$ cat config.mk
export PLATFORM = sky130hd
export DESIGN_NAME = operand_loader
export DESIGN_NICKNAME = d
export VERILOG_FILES = /design/src/rtl/operand_loader.sv
export SDC_FILE = /design/constraint.sdc
export NUM_CORES = 1
export LEC_CHECK = 0
export ABC_AREA = 1
export BUFFER_PORTS_ARGS = -buffer_cell sky130_fd_sc_hd__buf_2
export CAP_MARGIN = 20
export CORE_ASPECT_RATIO = 0.75
export CORE_MARGIN = 3
export CORE_UTILIZATION = 37
export CTS_BUF_LIST = sky130_fd_sc_hd__clkbuf_16
export DETAILED_ROUTE_END_ITERATION = 6
export PLACE_DENSITY_LB_ADDON = 0.3
export SLEW_MARGIN = 20
export SYNTH_ARGS = -nofsm -noshare
export SYNTH_HDL_FRONTEND = slang
export SYNTH_SLANG_ARGS = --single-unit
$ cat constraint.sdc
create_clock -name clk -period 4.2 [get_ports clk]
set_input_delay 0.21 -clock clk [delete_from_list [all_inputs] [get_ports clk]]
set_output_delay 0.21 -clock clk [all_outputs]
set_load 0.1 [all_outputs]
$ cat src/rtl/operand_loader.sv
// Streams 2*DIM*DIM elements over valid/ready into operand banks A then B, one register_ready pulse per element.
// Optional build macro OPERAND_LOADER_TRANSPOSE_B_EN stores B transposed (column-major) for the compute array.
module operand_loader #(
  parameter int DATA_W = 8,
  parameter int DIM    = 4
) (
  input  logic                       clk,
  input  logic                       rst_n,
  input  logic                       start,
  input  logic [DATA_W-1:0]          in_data,
  input  logic                       in_valid,
  output logic                       in_ready,
  output logic                       register_ready,
  output logic                       load_done,
  output logic                       busy,
  output logic [DATA_W*DIM*DIM-1:0]  a_flat,
  output logic [DATA_W*DIM*DIM-1:0]  b_flat
);

  localparam int NE    = DIM * DIM;
  localparam int TOTAL = 2 * NE;
  localparam int IDX_W = $clog2(TOTAL) + 1;
  localparam int POS_W = $clog2(NE) + 1;

  typedef enum logic [1:0] {
    IDLE = 2'd0,
    LOAD = 2'd1,
    HOLD = 2'd2
  } state_t;

  state_t                     state_r;
  logic [IDX_W-1:0]           idx_r;
  logic                       in_ready_r;
  logic                       register_ready_r;
  logic                       load_done_r;
  logic                       busy_r;
  logic [DATA_W*NE-1:0]       a_flat_r;
  logic [DATA_W*NE-1:0]       b_flat_r;

  logic                       accept_s;
  logic                       last_s;
  logic                       in_a_s;
  logic [IDX_W-1:0]           b_idx_s;
  logic [POS_W-1:0]           a_pos_s;
  logic [POS_W-1:0]           b_pos_s;

  // Decode acceptance, final element and bank target position for the current index
  always_comb begin
    accept_s = (state_r == LOAD) && in_valid && in_ready_r;
    last_s   = (idx_r == IDX_W'(TOTAL - 1));
    b_idx_s  = idx_r - IDX_W'(NE);
    a_pos_s  = POS_W'(idx_r);
`ifdef OPERAND_LOADER_TRANSPOSE_B_EN
    b_pos_s  = POS_W'((b_idx_s % IDX_W'(DIM)) * IDX_W'(DIM) + (b_idx_s / IDX_W'(DIM)));
`else
    b_pos_s  = POS_W'(b_idx_s);
`endif
    if (idx_r < IDX_W'(NE)) begin
      in_a_s = 1'b1;
    end else begin
      in_a_s = 1'b0;
    end
  end

  // Load FSM with operand banks and registered handshake/status outputs
  always_ff @(posedge clk) begin
    if (!rst_n) begin
      state_r          <= IDLE;
      idx_r            <= '0;
      in_ready_r       <= 1'b0;
      register_ready_r <= 1'b0;
      load_done_r      <= 1'b0;
      busy_r           <= 1'b0;
      a_flat_r         <= '0;
      b_flat_r         <= '0;
    end else begin
      case (state_r)
        IDLE: begin
          register_ready_r <= 1'b0;
          load_done_r      <= 1'b0;
          if (start) begin
            state_r    <= LOAD;
            idx_r      <= '0;
            in_ready_r <= 1'b1;
            busy_r     <= 1'b1;
          end else begin
            state_r    <= IDLE;
            in_ready_r <= 1'b0;
            busy_r     <= 1'b0;
          end
        end
        LOAD: begin
          if (accept_s) begin
            if (in_a_s) begin
              a_flat_r[a_pos_s*DATA_W +: DATA_W] <= in_data;
            end else begin
              b_flat_r[b_pos_s*DATA_W +: DATA_W] <= in_data;
            end
            idx_r            <= idx_r + IDX_W'(1);
            register_ready_r <= 1'b1;
            // Dropping ready for one cycle guarantees a low gap between pulses
            in_ready_r       <= 1'b0;
            if (last_s) begin
              state_r     <= HOLD;
              busy_r      <= 1'b0;
              load_done_r <= 1'b1;
            end else begin
              state_r     <= LOAD;
              busy_r      <= 1'b1;
              load_done_r <= 1'b0;
            end
          end else begin
            register_ready_r <= 1'b0;
            in_ready_r       <= 1'b1;
            busy_r           <= 1'b1;
            load_done_r      <= 1'b0;
          end
        end
        HOLD: begin
          register_ready_r <= 1'b0;
          if (start) begin
            state_r     <= LOAD;
            idx_r       <= '0;
            in_ready_r  <= 1'b1;
            busy_r      <= 1'b1;
            load_done_r <= 1'b0;
          end else begin
            state_r     <= HOLD;
            in_ready_r  <= 1'b0;
            busy_r      <= 1'b0;
            load_done_r <= 1'b1;
          end
        end
        default: begin
          state_r          <= IDLE;
          idx_r            <= '0;
          in_ready_r       <= 1'b0;
          register_ready_r <= 1'b0;
          load_done_r      <= 1'b0;
          busy_r           <= 1'b0;
        end
      endcase
    end
  end

  assign in_ready       = in_ready_r;
  assign register_ready = register_ready_r;
  assign load_done      = load_done_r;
  assign busy           = busy_r;
  assign a_flat         = a_flat_r;
  assign b_flat         = b_flat_r;

endmodule
After elaboration in Yosys (flattened, before gate mapping)
Cells that the tools add are included.
W data, S select, Z words.
{"block": "totals", "memories": 0, "word_cells": 53, "output_inout_bits": 260, "ff_bits": 268, "inputBits": 12, "latchBits": 0, "romBits": 0, "mem_bits_rw": 0}
{"block": "op_classes", "add_sub_neg": 4, "reduce_logical": 8, "n_bitwise": 1, "n_shift": 4, "n_div": 0, "mux": 22, "multipliers": 0, "magnitude_cmp": 1, "n_eq_ne": 5}
{"operator": "$bwmux W128", "count": 2}
{"operator": "$shift A8 B34 Y128 const A", "count": 2}
{"operator": "$shiftx A8 B34 Y128", "count": 2}
{"operator": "$neg A8 Y34", "count": 2}
{"operator": "$mux W6", "count": 2}
{"operator": "$pmux W6 S2", "count": 1}
{"operator": "$mux W1", "count": 10}
{"operator": "$add A6 B1 Y6 const B", "count": 1}
{"operator": "$eq A6 B5 Y1 const B", "count": 1}
{"operator": "$lt A6 B5 Y1 const B", "count": 1}
{"operator": "$mux W2", "count": 3}
{"operator": "$pmux W1 S2", "count": 3}
{"operator": "$pmux W2 S3", "count": 1}
{"operator": "$reduce_and A3 Y1", "count": 2}
{"operator": "$sub A5 B5 Y5 const B", "count": 1}
{"operator": "$reduce_and A2 Y1", "count": 2}
{"operator": "$eq A2 B1 Y1 const B", "count": 1}
{"operator": "$eq A2 B2 Y1 const B", "count": 1}
{"operator": "$logic_and A1 B1 Y1", "count": 2}
{"operator": "$logic_not A2 Y1", "count": 1}
{"operator": "$ne A2 B1 Y1 const B", "count": 1}
{"operator": "$ne A2 B2 Y1 const B", "count": 1}
{"operator": "$reduce_or A2 Y1", "count": 1}
{"operator": "$not A1 Y1", "count": 1}

Depth between registers and ports, before layout
Gate-level depths: netlist of the first run.
{"block": "logic_depth", "depth_word": 5, "mapped_depth": 14}

Worst setup path before layout of the first run
No wires, ideal clock.
{"block": "synth_timing", "path_type": "register to register", "start": "reg in_ready_r (netlist: in_ready)", "end": "reg b_flat_r[28] (netlist: b_flat[28])", "stages_incl_launch_ff": 10, "t_arrival_ns": 2.309, "required_time_ns": 4.081, "setup_slack_ns": 1.772, "cell_sequence": "dfxtp_1 -> nand2_1 -> nor2_4 -> nand3_2 -> nor2_4 -> buf_2 -> buf_2 -> nand3_1 -> nand2_1 -> nor2_1"}
{"block": "synth_via", "elab_chain_len": 2}
{"element": "start, declared", "line": "33", "text": "logic in_ready_r;"}
{"element": "start signal, assigned", "line": "70", "text": "in_ready_r <= 1'b0;"}
{"element": "start signal, assigned", "line": "84", "text": "in_ready_r <= 1'b1;"}
{"element": "start signal, assigned", "line": "88", "text": "in_ready_r <= 1'b0;"}
{"element": "$logic_and A1 B1 Y1", "line": "49", "text": "accept_s = (state_r == LOAD) && in_valid && in_ready_r;"}
{"element": "$reduce_and A3 Y1 (no line)"}
{"element": "end signal, assigned by index", "line": "97", "text": "b_flat_r[b_pos_s*DATA_W +: DATA_W] <= in_data;"}
{"element": "end, declared", "line": "38", "text": "logic [DATA_W*NE-1:0] b_flat_r;"}
Every way passes these cells.
A chain may end at the register's enable or synchronous reset.

Final worst setup path of the first run
{"block": "layout_timing", "start": "reg idx_r[0]", "end": "reg a_flat_r[61] (netlist: a_flat[61])"}
{"block": "layout_via", "elab_chain_len": 3, "elab_cells_between_ends": 7, "cone_classes": "add/sub (1); order compare (1); shift (2); mux (2); reduce/logical (1)"}
{"element": "start, declared", "line": "32", "text": "logic [IDX_W-1:0] idx_r;"}
{"element": "start signal, assigned", "line": "99", "text": "idx_r <= idx_r + IDX_W'(1);"}
{"element": "$neg A8 Y34 / $lt A6 B5 Y1 (equally long branches)", "line": "95, 58"}
{"element": "$shiftx A8 B34 Y128, or another cell as far along", "line": "95", "text": "a_flat_r[a_pos_s*DATA_W +: DATA_W] <= in_data;"}
{"element": "$bwmux W128 / $reduce_and A3 Y1 (equally long branches)"}
{"element": "end signal, assigned by index", "line": "95"}
{"element": "end, declared", "line": "37", "text": "logic [DATA_W*NE-1:0] a_flat_r;"}
Parallel ways exist; a longest one is shown, timed or not.

==> metrics.txt, run 1 <==
status=finished, final reports clean; top-count cell post-synth=nor2_1; Top delay family on crit path=simple AND/OR/NAND/NOR gates; RSZ-0062 raised after global routing=false; EDFF count, synth=0; pre-CTS WS=~0.94 ns; first-pass GRT wire length=between 60 and 70 mm; synthesized cell area=12400 µm²; Slew @ Worst Pin=~0.82 ns; worst-path fanout max=26; layout cells sized above 1=~18%; leading area contributor after synthesis=dfxtp_1; wire per inst=around 16 µm; Pins Over Slew Limit=0; drt total wl=approximately 40 mm; Max stage delay on crit path=0.63 ns; synth warn=0; Post-Synthesis Cells=about 1900; initial drt markers=895; Post-DRT Antenna Nets=0; Remaining DRCs=0; clk buf depth=3; DR pass1 iterations=5; Worst Setup Start Kind=flop; crit path time final=3.32 ns; Setup CP Type=reg -> reg; Synth top cells by count=nor2_1 (450), nand2_1 (420), inv_1 (286); initial antenna violation count=0; Seq/Total Area, Yosys=43.3%; vias per inst=4.72; Die Span X=around 220 µm; CTS clk-pin slew, worst paths=about 0.07 ns; Yosys top cell area share=roughly 43%; leakage power=around 7.7 nW; gr usage total=21.8%; Die Footprint=between 30000 and 40000 µm²; Starting Density=approximately 38%; clock sink count=roughly 270; Post-Route Utilization=45.8%; Layout Nets=2123; largest net degree at the start of global routing=between 100 and 150; Worst Skew=roughly 0.011 ns; Final setup viols=0; Die H=roughly 160 µm; diodes inserted=0; Mean Syn Cell Area=6.58 µm²; Row Count=57; vias=about 12000; setup_tns=0 ns; core area=~33000 µm²; critical path's most frequent cell=nor2_1; Post-CTS Resized=0; total CTS buffers=28; Synth Net Count=about 1900; CTS tree=yes; critical path endpoint category=flop; GP Congestion=0.872; fin crit share=a little under 80%; total I/O pin count=272; Port Buf Inserts=271; Max-Cap Viols=0; slowest CP cell=nor2_4; worst path bufs/invs=1; Clock Latency Late Sink=between 0.5 and 0.6 ns; gr ovfl total=0; power per standard cell area=359 nW/µm²; asr flop ratio synth=0%; max_slew headroom=between 40 and 50%; Area contributors post-synth=dfxtp_1 (43%), nor2_1 (14%), nand2_1 (13%); layout overhead on the synthesized area=20.6%; CTS Root Cell=clkbuf_16; Peak VDD IR=228 µV; number of H-tree levels=1; crit-path cells=inv_2 -> ha_1 -> nand2_1 -> nor2_1 -> ha_1 -> nand3_2 -> nor2_4 -> nand2_1 -> nor2_1 -> o21ai_0 -> nor2_1; final hold viol count=0; Max Fclk=between 300 and 400 MHz; CP arrival=between 3 and 4 ns; Post-DP HPWL=slightly below 30 mm; Worst Path Required=4.69 ns; Most used DFF post-synth=dfxtp_1; library cells used by synthesis=32; vias in the first global route=11231; path category of the worst min-delay check=in -> reg; postcts setup bufs=0; post-synthesis register bit count=~270; crit path setup slack, layout=between 0.8 and 0.9 ns
-- stage by stage --
step	power [mW]	hold slack (ns)	cell area (µm²)	std cells
after detailed placement	2.86	0.434	14000	2511
after floorplan	2.80	0.345	12400	1882
after CTS	5.41	0.140	14900	2566
final	5.37	0.139	14900	2566
after global placement	2.86	0.432	14000	2511
after global routing	5.56	0.183	14900	2566
-- report_power, final --
group	switching [mW]	internal, mW	leakage [nW]
clock network	1.07	1.49	0.482
logic	0.203	0.0551	5.10
registers	0.00465	2.55	2.16
-- path summary, 6_finish.rpt --
path                            depth (start not counted)       from  slack (ns)    endpoint
worst max-delay path                                   11   idx_r[0]        0.88  a_flat[61]
worst min-delay path                                    5   in_valid        0.14    idx_r[1]
worst max register to register                         11   idx_r[0]        0.88  a_flat[61]
worst min register to register                          2  a_flat[5]        0.45   a_flat[5]
-- flip-flops by register name, summed over array words and instances, names as in the netlist --
register	count
in_ready	1
a_flat	128
register_ready	1
busy	1
state_r	2
b_flat	128
load_done	1
idx_r	6
-- layer usage --
metal	routed length (µm)	up-vias	track usage [%]
met5	0	-	0
met4	914	0	5.72
met3	3230	66	5.33
met2	18300	389	36.1
met1	17600	5485	28.7
li1	-	6182	-
-- cells in the final DEF (no fill, tap or decap), types with 8 or more instances in the layout --
master / instances
a21oi_1: 70
nor2_4: 11
nand3_2: 14
inv_1: 292
o21ai_0: 54
ha_1: 8
dfxtp_1: 268
nor2_1: 448
nor3_1: 10
clkbuf_16: 29
buf_2: 270
nand3_1: 84
nand2_1: 420
buf_4: 11
clkinv_2: 8
nand4_1: 72
-- cell families (layout without fill, tap and decap cells) --
| kind of cell | Yosys count | after routing | synth area share (%) |
|---|---|---|---|
| buffers and inverters | 388 | 630 | 12.4 |
| and+or+nand+nor | 1082 | 1082 | 37.9 |
| adders and majority gates | 8 | 8 | 0.808 |
| DFF | 268 | 268 | 43.3 |
| AOI/OAI and AO/OA | 136 | 136 | 5.64 |
-- repair_timing --
item	4_1_cts	5_1_grt
endpoints found under the setup margin	0	0
endpoints found under the hold margin	5	0
hold buffers	4	0
-- cell type report --
| cell class | instances | area (µm²) |
|---|---|---|
| Inverter | 292 | 1100 |
| Sequential cell | 268 | 5370 |
| Clock inverter | 22 | 201 |
| Fill cell | 3416 | 17700 |
| Tap cell | 442 | 553 |
| Clock buffer | 29 | 726 |
| Multi-Input combinational cell | 1226 | 5500 |
| Timing Repair Buffer | 287 | 1510 |
-- worst min-delay path, cell delays in order --
cell     delay (ns)
buf_2          0.10
nand2_1        0.12
nor2_4         0.08
nand3_1        0.09
a21oi_1        0.06
No activity file was read; power rests on OpenSTA's default activity.
==> run 2, diff against run 1 <==
Clock period 4.2 ns to 3.2 ns, I/O delays scaled along.
==> run 2 against run 1 <==
Effect of this change: worst hold slack lost 0.056 ns; critical path depth is the same; largest power group is now sequential cells; clock-buffer cell count is the same; maximum frequency grew 19%; design area is the same; clock power grew 21%; cell count grew 0.35%; flip-flop and latch count is the same.
==> metrics.txt, run 2 (synthesis gave the netlist of run 1 again) <==
largest net degree at the start of global routing=100 (was 146); initial drt markers=975 (was 895); CP arrival=3.27 ns (was 3.81 ns); crit-path cells=inv_1 -> ha_1 -> nand2_1 -> nor2_1 -> ha_1 -> nand3_2 -> nor2_4 -> nand2_1 -> nor2_1 -> o21ai_0 -> nor2_1 (was inv_2 -> ha_1 -> nand2_1 -> nor2_1 -> ha_1 -> nand3_2 -> nor2_4 -> nand2_1 -> nor2_1 -> o21ai_0 -> nor2_1); fin crit share=87.0% (was 79.0%); hold slack=0.0828 ns (was 0.139 ns); Internal Power=5.13 mW (was 4.09 mW); Levels on crit path=11 (unchanged); Clock power frac=45.7% (was 47.6%); total I/O pin count=272 (unchanged); postcts setup bufs=0 (unchanged); Peak VDD IR=242 µV (was 228 µV); vias=12000 (was 12122); max_slew headroom=45.5% (was 45.1%); Max-Cap Viols=0 (unchanged); Top delay family on crit path=simple AND/OR/NAND/NOR gates (unchanged); Die Footprint=35700 µm² (unchanged); layout overhead on the synthesized area=20.6% (unchanged); number of H-tree levels=1 (unchanged); gr ovfl total=0 (unchanged); power per standard cell area=455 nW/µm² (was 359 nW/µm²); Layout Nets=2131 (was 2123); Setup CP Type=reg -> reg (unchanged); total CTS buffers=28 (unchanged); Gate power share=5.0% (was 4.8%); Hold Crit Depth=5 (unchanged); Remaining DRCs=0 (unchanged); Die Span X=217 µm (unchanged); vias per inst=4.66 (was 4.72); RSZ-0062 raised after global routing=false (unchanged); final hold viol count=0 (unchanged); Worst Skew=0.0171 ns (was 0.0108 ns); Final Cell Area=14900 µm² (unchanged); layout cells sized above 1=17.9% (was 17.8%); setup_tns=0 ns (unchanged); diodes inserted=0 (unchanged); Post-Route Utilization=45.8% (unchanged); clock sink count=268 (unchanged); most common cell after layout, fill and taps aside=nor2_1 (unchanged); drt total wl=39.8 mm (was 40.0 mm); commonest non-fill, non-tap cells in the layout=nor2_1 (448), nand2_1 (420), inv_1 (290) (was nor2_1 (448), nand2_1 (420), inv_1 (292)); Worst Setup Start Kind=flop (unchanged); Post-CTS Resized=0 (unchanged); Die H=164 µm (unchanged); Post-DP HPWL=29.1 mm (was 28.9 mm); worst-path fanout max=18 (was 26); Max stage delay on crit path=0.51 ns (was 0.63 ns); critical path's most frequent cell=nor2_1 (unchanged); Clock Latency Late Sink=0.56 ns (about the same); Worst Path Required=3.69 ns (was 4.69 ns); switching pwr=1.67 mW (was 1.28 mW); Slew @ Worst Pin=0.815 ns (was 0.824 ns); core area=32700 µm² (unchanged); sequential power share=49.3% (was 47.6%); CTS Root Cell=clkbuf_16 (unchanged); Final setup viols=0 (unchanged); status=finished, final reports clean (unchanged); DR pass1 iterations=6 (was 5); CTS clk-pin slew, worst paths=0.06 ns (was 0.07 ns); Switching Share=24.6% (was 23.8%); gr usage total=21.5% (was 21.8%); Max Fclk=359 MHz (was 302 MHz); crit path time final=2.79 ns (was 3.32 ns); Row Count=57 (unchanged); vias in the first global route=10942 (was 11231); first-pass GRT wire length=61.0 mm (was 62.4 mm); slowest CP cell=nor2_4 (unchanged); Pins Over Slew Limit=0 (unchanged); worst path bufs/invs=1 (unchanged); power consumption=6.80 mW (was 5.37 mW); path category of the worst min-delay check=in -> reg (unchanged); CTS tree=yes (unchanged); critical path endpoint category=flop (unchanged); # fillers=3359 (was 3416); Post-DRT Antenna Nets=0 (unchanged); leakage power=7.73 nW (was 7.74 nW); Reg2Reg Depth=11 (unchanged); GP Congestion=0.873 (was 0.872); CTS hold repair buffers=4 (unchanged); initial antenna violation count=0 (unchanged); clk buf depth=3 (unchanged); Port Buf Inserts=271 (unchanged); Starting Density=37.9% (unchanged); wire per inst=15.5 µm (was 15.6 µm); Placement Cell Area=14100 µm² (was 14000 µm²)
run 2: power by group through the flow:
stage / registers [mW] / logic (mW) / clock network, mW
2_1_floorplan: 3.48 / 0.195 / 0
3_3_place_gp: 3.42 / 0.332 / 0
3_5_place_dp: 3.42 / 0.333 / 0
4_1_cts: 3.35 / 0.338 / 3.17
5_1_grt: 3.35 / 0.371 / 3.32
6_report: 3.35 / 0.339 / 3.11
run 2: path summary, 6_finish.rpt:
kind	start	end	slack (ns)
worst max-delay path	idx_r[1]	a_flat[61]	0.41
worst min-delay path	in_valid	idx_r[1]	0.08
worst max register to register	idx_r[1]	a_flat[61]	0.41
worst min register to register	a_flat[5]	a_flat[5]	0.44
run 2: final cells by class:
cell class / count / area [µm²] / share of cell area [%]
clock inverter: 23 / 129 / 0.862
tap: 442 / 553 / 3.70
clock buffer: 29 / 726 / 4.85
inverter: 292 / 1100 / 7.35
sequential: 268 / 5370 / 35.9
multi-input combinational: 1226 / 5500 / 36.8
timing repair buffer: 295 / 1580 / 10.6
run 2: layer usage:
layer  vias to the layer above  GRT usage (%)  part of all wire, %  wire [µm]
met3                        60           4.84                  8.5       3390
li1                       6208              -                    -          -
met4                         0           5.81                  2.7       1080
met1                      5300           28.5                   43      17300
met5                         -              0                    0          0
met2                       432           35.5                   45      18100
run 2: worst reg2reg max path, cell delays in order, from the launching register on:
cell and delay (ns):
dfxtp_1 0.40, inv_1 0.08, ha_1 0.23, nand2_1 0.10
nor2_1 0.07, ha_1 0.33, nand3_2 0.21, nor2_4 0.52
nand2_1 0.09, nor2_1 0.39, o21ai_0 0.15, nor2_1 0.13
run 2: metrics by stage:
step	instances	setup slack, ns
after global placement	2519	0.543
after floorplan	1882	0.772
final	2575	0.415
after detailed placement	2519	0.476
after global routing	2575	0.191
after CTS	2575	0.453
==> run 3, diff against run 2 <==
Settings changed: HOLD_SLACK_MARGIN from default to 0.08, SKIP_CTS_REPAIR_TIMING from default to 1.
Clock period 3.2 ns to 2.45 ns, I/O delays scaled along.
==> run 3 against run 2 <==
Effect of this change: register-to-register slack lost 0.27 ns; clock power grew 44%; wire length up 2.1%; critical endpoint is now b_flat[124]; largest power group is now clock.
==> metrics.txt, run 3 (synthesis gave the netlist of run 1 again) <==
status=finished, final reports clean (unchanged); vias=12322 (was 12000); CTS Root Cell=clkbuf_16 (unchanged); worst hold start=in_valid (unchanged); Remaining DRCs=0 (unchanged); critical path's most frequent cell=nand2_1 (was nor2_1); Pins Over Slew Limit=0 (unchanged); Layout Nets=2173 (was 2131); first-pass GRT wire length=62.8 mm (was 61.0 mm); clk buf depth=3 (unchanged); Die Span X=217 µm (unchanged); CTS clk-pin slew, worst paths=0.06 ns (about the same); critical path launch point=idx_r[0] (was idx_r[1]); FF-to-FF Start=idx_r[0] (was idx_r[1]); Seq. cell area=5370 µm² (unchanged); final hold viol count=0 (unchanged); power per standard cell area=599 nW/µm² (was 455 nW/µm²); RSZ-0062 raised after global routing=true (was false); drt total wl=40.7 mm (was 39.8 mm); layout overhead on the synthesized area=25.4% (was 20.6%); max_slew headroom=55.3% (was 45.5%); Final Cell Area=15500 µm² (was 14900 µm²); worst-path fanout max=16 (was 18); Slew @ Worst Pin=0.671 ns (was 0.815 ns); Max stage delay on crit path=0.36 ns (was 0.51 ns); CTS tree=yes (unchanged); initial antenna violation count=0 (unchanged); clock sink count=268 (unchanged); Row Count=57 (unchanged); most common cell after layout, fill and taps aside=nor2_1 (unchanged); area occupied by multi-input gates=5600 µm² (was 5500 µm²); wire per inst=15.5 µm (about the same); layout cells sized above 1=20.1% (was 17.9%); Worst Skew=0.0129 ns (was 0.0171 ns); gr ovfl total=0 (unchanged); largest net degree at the start of global routing=96 (was 100); total I/O pin count=272 (unchanged); Setup CP Type=reg -> reg (unchanged); gr usage total=21.9% (was 21.5%); Worst Setup Start Kind=flop (unchanged); diodes inserted=0 (unchanged); Port Buf Inserts=271 (unchanged); placed cell count=2550 (was 2519); Final setup viols=0 (unchanged); number of H-tree levels=1 (unchanged); crit-path cells=inv_2 -> ha_1 -> nand2_1 -> nor2_1 -> ha_1 -> nand3_4 -> nor3_4 -> nand2_2 -> nand2_1 -> nand2_1 -> nor2_1 (was inv_1 -> ha_1 -> nand2_1 -> nor2_1 -> ha_1 -> nand3_2 -> nor2_4 -> nand2_1 -> nor2_1 -> o21ai_0 -> nor2_1); Starting Density=37.9% (unchanged); core area=32700 µm² (unchanged); vias in the first global route=11551 (was 10942); slowest CP cell=ha_1 (was nor2_4); Top delay family on crit path=simple AND/OR/NAND/NOR gates (unchanged); path category of the worst min-delay check=in -> reg (unchanged); Worst Path Required=2.92 ns (was 3.69 ns); # fillers=3420 (was 3359); Die H=164 µm (unchanged); vias per inst=4.71 (was 4.66); Die Footprint=35700 µm² (unchanged); DR pass1 iterations=5 (was 6); Layout Cells excl Fill=2616 (was 2575); Max-Cap Viols=0 (unchanged); total CTS buffers=28 (unchanged); Max Fclk=434 MHz (was 359 MHz); critical path endpoint category=flop (unchanged); Placement Cell Area=14300 µm² (was 14100 µm²); GP Congestion=0.887 (was 0.873); fin crit share=94.0% (was 87.0%); initial drt markers=867 (was 975); Post-DP HPWL=29.6 mm (was 29.1 mm); Post-DRT Antenna Nets=0 (unchanged); leakage power=8.05 nW (was 7.73 nW); crit path time final=2.30 ns (was 2.79 ns); worst path bufs/invs=1 (unchanged); commonest non-fill, non-tap cells in the layout=nor2_1 (447), nand2_1 (415), inv_1 (287) (was nor2_1 (448), nand2_1 (420), inv_1 (290)); Peak VDD IR=376 µV (was 242 µV); Clock Latency Late Sink=0.55 ns (was 0.56 ns); CP arrival=2.78 ns (was 3.27 ns)
## run 3: cell types whose count changed in the layout (fill, tap and decap cells not counted), moves of 5 or more
cell,previous run,this run
buf_4,18,51
nand3_4,3,9
buf_12,2,7
clkinv_1,11,6
nand2_1,420,415
nand3_2,14,9
## run 3: worst register-to-register path, delay by kind of cell, from the launching register on
family / cells / cell delay [ns]
flip-flops: 1 / 0.35
buffers and inverters: 1 / 0.05
adder cells (fa/ha/maj): 2 / 0.60
AND/OR/NAND/NOR: 8 / 1.22
## run 3: power by group
part	total (mW)	internal, mW	leakage (nW)	switching [mW]
registers	4.38	4.37	2.16	0.00686
clock network	4.47	2.65	0.486	1.82
logic	0.462	0.109	5.40	0.353
total	9.31	7.13	8.05	2.18
## run 3: stage by stage
stage / util (%) / total power [mW] / setup TNS (ns) / hold slack [ns] / worst slack [ns]
finish: 47.6 / 9.31 / 0 / 0.0649 / 0.148
global route: 47.6 / 9.62 / -0.187 / 0.0892 / -0.0434
CTS: 46.8 / 9.39 / -0.000996 / -0.189 / -0.000996
detailed placement: 43.9 / 4.92 / 0 / 0.382 / 0.0308
global placement: 43.9 / 4.92 / 0 / 0.377 / 0.117
floorplan: - / 4.80 / 0 / 0.257 / 0.0221
## run 3: final cells by class
cell class | instances | share of cell area (%)
timing repair buffer | 337 | 12.7
clock inverter | 22 | 1.43
tap | 442 | 3.56
sequential | 268 | 34.5
clock buffer | 29 | 4.67
inverter | 292 | 7.07
multi-input combinational | 1226 | 36.0
## run 3: per-layer routing
layer | part of all wire, % | GRT usage, % | routed length, µm | vias to the layer above
li1 | - | - | - | 6284
met1 | 44 | 28.7 | 18000 | 5588
met2 | 46 | 36.5 | 18600 | 380
met3 | 7.1 | 5.00 | 2880 | 70
met4 | 3.0 | 6.37 | 1240 | 0
met5 | 0 | 0 | 0 | -
## run 3: path summary, 6_finish.rpt
check                      to  slack [ns]  cells after the start
setup / recovery  b_flat[124]        0.15                     11
hold / removal       idx_r[1]        0.06                      5
setup reg to reg  b_flat[124]        0.15                     11
hold reg to reg     a_flat[5]        0.45                      2
